**src/rtl/arm_mem_pkg.sv**
```systemverilog
// arm_mem_pkg: shared address/data widths and write-buffer drain states
package arm_mem_pkg;
  localparam int ADDR_W = 32;
  localparam int DATA_W = 32;
  typedef enum logic {IDLE, BUSY} drain_state_t;
endpackage

```
**src/rtl/wb_fifo.sv**
```systemverilog
// wb_fifo: circular store FIFO with youngest-match read forwarding over valid entries
module wb_fifo
  import arm_mem_pkg::*;
#(
  parameter int DEPTH = 4,
  parameter int AW = ADDR_W,
  parameter int DW = DATA_W,
  localparam int PW = $clog2(DEPTH)
) (
  input  logic          clk,
  input  logic          rst,
  input  logic          push,
  input  logic          upd,
  input  logic          pop,
  input  logic [PW:0]   count,
  input  logic [AW-1:0] wr_addr,
  input  logic [DW-1:0] wr_data,
  input  logic [AW-1:0] rd_addr,
  output logic [AW-1:0] head_addr,
  output logic [DW-1:0] head_data,
  output logic [AW-1:0] young_addr,
  output logic          rd_hit,
  output logic [DW-1:0] rd_data
);
  logic [AW-1:0] addr_q [DEPTH];
  logic [DW-1:0] data_q [DEPTH];
  logic [PW-1:0] head, tail, young, idx;
  assign young = tail - PW'(1);
  assign head_addr = addr_q[head];
  assign head_data = data_q[head];
  assign young_addr = addr_q[young];
  always_ff @(posedge clk or negedge rst) begin
    if (!rst) begin
      head <= '0;
      tail <= '0;
    end else begin
      if (push) tail <= tail + PW'(1);
      if (pop) head <= head + PW'(1);
    end
  end
  always_ff @(posedge clk) begin
    if (push) begin
      addr_q[tail] <= wr_addr;
      data_q[tail] <= wr_data;
    end
    if (upd) data_q[young] <= wr_data;
  end
  // Walk oldest to youngest so the last match (youngest) wins.
  always_comb begin
    rd_hit = 1'b0;
    rd_data = '0;
    idx = '0;
    for (int i = 0; i < DEPTH; i++) begin
      idx = head + PW'(i);
      if (i < int'(count) && addr_q[idx] == rd_addr) begin
        rd_hit = 1'b1;
        rd_data = data_q[idx];
      end
    end
  end
endmodule

```
**src/rtl/sram_write_buffer.sv**
```systemverilog
// sram_write_buffer: cache store buffer draining to SRAM, with youngest-match read forwarding.
// Define WB_COALESCE_EN to merge a store into the youngest pending entry with the same address.
module sram_write_buffer
  import arm_mem_pkg::*;
#(
  parameter int DEPTH = 4,
  parameter int AW = ADDR_W,
  parameter int DW = DATA_W
) (
  input  logic          clk,
  input  logic          rst,
  input  logic          wr_req,
  input  logic [AW-1:0] wr_addr,
  input  logic [DW-1:0] wr_data,
  output logic          wr_ready,
  input  logic [AW-1:0] rd_addr,
  output logic          rd_hit,
  output logic [DW-1:0] rd_data,
  output logic          sram_req,
  output logic [AW-1:0] sram_addr,
  output logic [DW-1:0] sram_wdata,
  input  logic          sram_ack,
  output logic          empty
);
  localparam int CW = $clog2(DEPTH) + 1;
`ifdef WB_COALESCE_EN
  localparam bit COALESCE = 1'b1;
`else
  localparam bit COALESCE = 1'b0;
`endif
  drain_state_t state, state_nx;
  logic [CW-1:0] count, count_nx;
  logic [AW-1:0] young_addr;
  logic coal, accept, alloc, upd, pop;
  // The head in flight must stay stable, so never merge into it while BUSY.
  assign coal = COALESCE && count != '0 && wr_addr == young_addr && !(state == BUSY && count == CW'(1));
  assign wr_ready = count < CW'(DEPTH) || coal;
  assign accept = wr_req && wr_ready;
  assign alloc = accept && !coal;
  assign upd = accept && coal;
  assign pop = sram_ack && state == BUSY;
  assign count_nx = count + CW'(alloc) - CW'(pop);
  assign sram_req = state == BUSY;
  assign empty = count == '0;
  always_comb begin
    state_nx = state == IDLE ? (count != '0 ? BUSY : IDLE) : (pop && count_nx == '0 ? IDLE : BUSY);
  end
  always_ff @(posedge clk or negedge rst) begin
    if (!rst) begin
      state <= IDLE;
      count <= '0;
    end else begin
      state <= state_nx;
      count <= count_nx;
    end
  end
  wb_fifo #(.DEPTH(DEPTH), .AW(AW), .DW(DW)) u_fifo (
    .clk(clk),
    .rst(rst),
    .push(alloc),
    .upd(upd),
    .pop(pop),
    .count(count),
    .wr_addr(wr_addr),
    .wr_data(wr_data),
    .rd_addr(rd_addr),
    .head_addr(sram_addr),
    .head_data(sram_wdata),
    .young_addr(young_addr),
    .rd_hit(rd_hit),
    .rd_data(rd_data)
  );
endmodule
```
**config.mk**
```make
export PLATFORM = sky130hd
export DESIGN_NAME = sram_write_buffer
export DESIGN_NICKNAME = d
export VERILOG_FILES = /design/src/rtl/arm_mem_pkg.sv /design/src/rtl/wb_fifo.sv /design/src/rtl/sram_write_buffer.sv
export SDC_FILE = /design/constraint.sdc
export NUM_CORES = 1
export LEC_CHECK = 0
export ABC_AREA = 1
export BUFFER_PORTS_ARGS = -buffer_cell sky130_fd_sc_hd__buf_2
export CORE_MARGIN = 2
export CORE_UTILIZATION = 50
export CTS_BUF_LIST = sky130_fd_sc_hd__clkbuf_16
export DETAILED_ROUTE_END_ITERATION = 10
export GPL_TIMING_DRIVEN = 0
export PLACE_DENSITY = 0.72
export SETUP_SLACK_MARGIN = 0.3
export SYNTH_ARGS = -nofsm -noshare
export SYNTH_HDL_FRONTEND = slang
export SYNTH_SLANG_ARGS = --single-unit
```
**constraint.sdc**
```tcl
create_clock -name clk -period 4.05 [get_ports clk]
set_clock_uncertainty 0.05 [all_clocks]
set_input_delay 0.2025 -clock clk [delete_from_list [all_inputs] [get_ports clk]]
set_output_delay 0.2025 -clock clk [all_outputs]
set_load 0.01 [all_outputs]
```
==> summary.txt <==
Status -> finished, violations left
Failing checks -> negative setup slack
Logic pwr share -> 0.643
Main area contributors after synthesis -> edfxtp_1 (43%), nand2_1 (21%), nand3_1 (8.5%)
Final worst-path cycle share -> 1.01
RR Endpoint -> u_fifo.data_q[0][8]$_DFFE_PP_
Synth Net Count -> 2653
Synth cell types -> 36
First-pass GRT wire length -> 116000 um
Initial antenna violation count -> 5
Post-DP HPWL -> 56700 um
Worst-margin pin slew -> 0.947 ns
Horiz. Die Dim -> 194 um
WL final -> 79100 um
Pwr/cell area -> 819 nW/um^2
Die ar. -> 37500 sq um
Worst R2R Setup Slack -> 1.30 ns
Startpoint Class -> flip-flop
Setup violators final -> 8
Drt first pass iters -> 7
Worst Hold End -> u_fifo.tail[1]$_DFFE_PN0P_
Worst hold path type -> primary input to flip-flop
Worst vdd ir -> 562 uV
Antenna-violating nets left -> 0
Area growth syn-to-layout -> 27.2%
Number of global-route vias before repair -> 19.0k
Largest area contributor in the netlist -> edfxtp_1
Post-Synthesis Cell Area -> 18000 sq um
Share of layout cells above drive strength 1 -> 0.173
Flop pwr share -> 0.192
Gpl congestion -> 1.05
Detailed-route DRC error count -> 0
Die span in y -> 194 um
Nature of the critical path endpoint -> output port
PnR worst setup slack -> -0.0492 ns
Number of CTS-inserted buffers -> 31
DR vias -> 20.4k
Largest stage delay, worst path -> 0.38 ns
Root Buffer -> clkbuf_16
RSZ-0062 raised after global routing -> yes
Power Internal -> 8880 uW
Clk pwr share -> 0.165
Routed len/inst -> 23.4 um
Clk_lat worst skew -> 0.60 ns
# rows -> 69
Max Fclk -> 0.244 GHz
Synth Instances -> 2544
Min cycle time layout -> 4.10 ns
Post-route total power -> 18700 uW
Crit path DAT -> 3.85 ns
Most used cell, CP -> buf_12
WS Path Type -> flip-flop to output port
Htree depth -> 1
Synth top area share -> 0.427
DR vias/cell -> 6.04
Final Net Count -> 2998
Slew Limit Fails -> 0
Reg2Reg Launch Point -> count[2]$_DFF_PN0_
FFs w/ async S/R, synth -> 0.0303
Slowest-stage cell, CP -> dfrtp_1
Max-slew headroom -> 0.367
Final hold violations -> 0
Max cap viols -> 0
Largest net degree at the start of global routing -> 26
Critical path buffers and inverters -> 10
Leading cell type in the layout, fill and taps excluded -> nand2_1
Sequential fraction of the synthesis area -> 0.438
CP cell instances -> buf_6, inv_6, buf_12, buf_12, buf_12, nand2_4, nand2_4, inv_2, o211ai_1, o21ai_1, nor2_1, nand2_1, nor2_1, nand3_2, nor2_4, buf_12, buf_12, buf_16, o211ai_1, nand2_1, buf_2
R2r worst-path depth -> 5
IO Pins -> 200
Post-synth EDFFs -> 256
Post-synthesis average cell area -> 7.08 sq um
Sw Ratio -> 0.526
Clock slew seen by the registers of the worst setup and hold paths -> 0.07 ns
Clock sink total -> 264
Core area -> 35500 sq um
Clock Tree Buf Depth -> 3
Port Buffer Count -> 199
WHS Path Cells -> 4
#FFs+latches synth -> 264
Ys flop type -> edfxtp_1
GRT overflow -> 0
Total negative setup slack -> -0.167 ns
Psw -> 9870 uW
Leak Pwr -> 0.0106 uW
Worst Path Required -> 3.80 ns
Initial Util -> 0.507
CP max FO -> 8
Overall global routing resource usage -> 0.408
Hold path startpoint -> wr_req
CTS tree -> built
Most frequent cells in the layout -> nand2_1 (1004), nand3_1 (297), o21ai_0 (264)
Synth Warn # -> 0
DRT iter0 DRCs -> 3042
Delay-heaviest family, CP -> buffers and inverters
Number of fillers in the final layout -> 3138
## routing by layer
layer | share of wire | track usage | vias to the layer above
met4 | 0.045 | 0.162 | 0
met3 | 0.14 | 0.0931 | 273
li1 | - | - | 9066
met1 | 0.39 | 0.565 | 9440
met5 | 0 | 0 | -
met2 | 0.43 | 0.622 | 1625
## final cells by class
class,instances,area (sq um),area share
Buffer,147,1260,0.0551
Tap cell,461,577,0.0252
Inverter,241,912,0.0398
Clock inverter,26,333,0.0145
Multi-Input combinational cell,1892,8780,0.383
Timing Repair Buffer,312,2370,0.103
Clock buffer,31,776,0.0339
Antenna cell,4,10.0,0.000437
Sequential cell,264,7890,0.344
## cell usage after synthesis (3+ instances only)
master	number
nor2_1	104
buf_2	44
o21ai_1	35
inv_2	3
nand4_1	4
nor3_1	36
ha_1	8
o211ai_1	48
dfrtp_1	8
buf_1	12
inv_1	237
buf_4	16
clkbuf_1	54
buf_6	21
or2_2	3
o21ai_0	272
xor2_1	24
nand2_1	1029
nand3_1	307
edfxtp_1	256
a21oi_1	5
## cells by family (layout without fill, tap and decap cells)
family | Yosys count | after routing | synth area share
XOR/XNOR | 25 | 25 | 0.0122
other | 0 | 4 | 0
adder cells (fa/ha/maj) | 9 | 9 | 0.00667
AO/OA/AOI/OAI | 363 | 363 | 0.108
flip-flops | 264 | 264 | 0.438
buffers and inverters | 388 | 757 | 0.0962
AND/OR/NAND/NOR | 1495 | 1495 | 0.339
## power by group through the flow
stage | clock, uW | sequential (uW) | combinational [uW]
6_report | 3090 | 3600 | 12100
5_1_grt | 3200 | 3620 | 12800
4_1_cts | 3070 | 3590 | 11200
3_5_place_dp | 0 | 3640 | 10400
3_3_place_gp | 0 | 3710 | 10200
2_1_floorplan | 0 | 3630 | 6300
## sequential cells by signal (all words and copies together) (netlist names)
register,count
u_fifo.tail,2
u_fifo.addr_q,128
u_fifo.head,2
sram_req,1
u_fifo.data_q,128
count,3
## what timing repair did
item / CTS / global route
setup endpoints to repair: 65 / 33
setup buffers: 24 / 7
pin swaps: 35 / 26
resized for setup: 159 / 125
gates cloned: 4 / 3
endpoints found under the hold margin: 266 / 0
hold buffers: 67 / 0
## stage by stage
step           setup WS, ns  hold WS [ns]   util  cells  area, sq um
2_1_floorplan        0.0989        -0.143      -   2544        18000
3_3_place_gp          -2.75        0.0114  0.552   3204        19600
3_5_place_dp         0.0580        0.0112  0.557   3212        19800
4_1_cts               0.108         0.228  0.631   3364        22400
5_1_grt             -0.0329         0.279  0.645   3376        22900
6_report            -0.0492         0.245  0.645   3378        22900
## worst max-delay path by stage
| stage | start | depth (start not counted) | slack (ns) | end |
|---|---|---|---|---|
| after floorplan | count[2]$_DFF_PN0_ | 3 | 0.1 | u_fifo.addr_q[0][0]$_DFFE_PP_ |
| after global placement | count[2]$_DFF_PN0_ | 3 | -2.75 | u_fifo.data_q[2][7]$_DFFE_PP_ |
| after detailed placement | u_fifo.head[1]$_DFFE_PN0P_ | 14 | 0.06 | rd_data[20] |
| after CTS | u_fifo.head[0]$_DFFE_PN0P_ | 21 | 0.11 | rd_data[18] |
| after global routing | u_fifo.head[0]$_DFFE_PN0P_ | 21 | -0.03 | rd_data[18] |
| final | u_fifo.head[0]$_DFFE_PN0P_ | 21 | -0.05 | rd_data[18] |
## worst reg2reg max path, delay by kind of cell (launching register included)
kind / cells / cell delay, ns
DFF: 1 / 0.38
and+or+nand+nor: 2 / 1.24
buffers and inverters: 3 / 0.75
No activity file was read; power rests on OpenSTA's default activity.
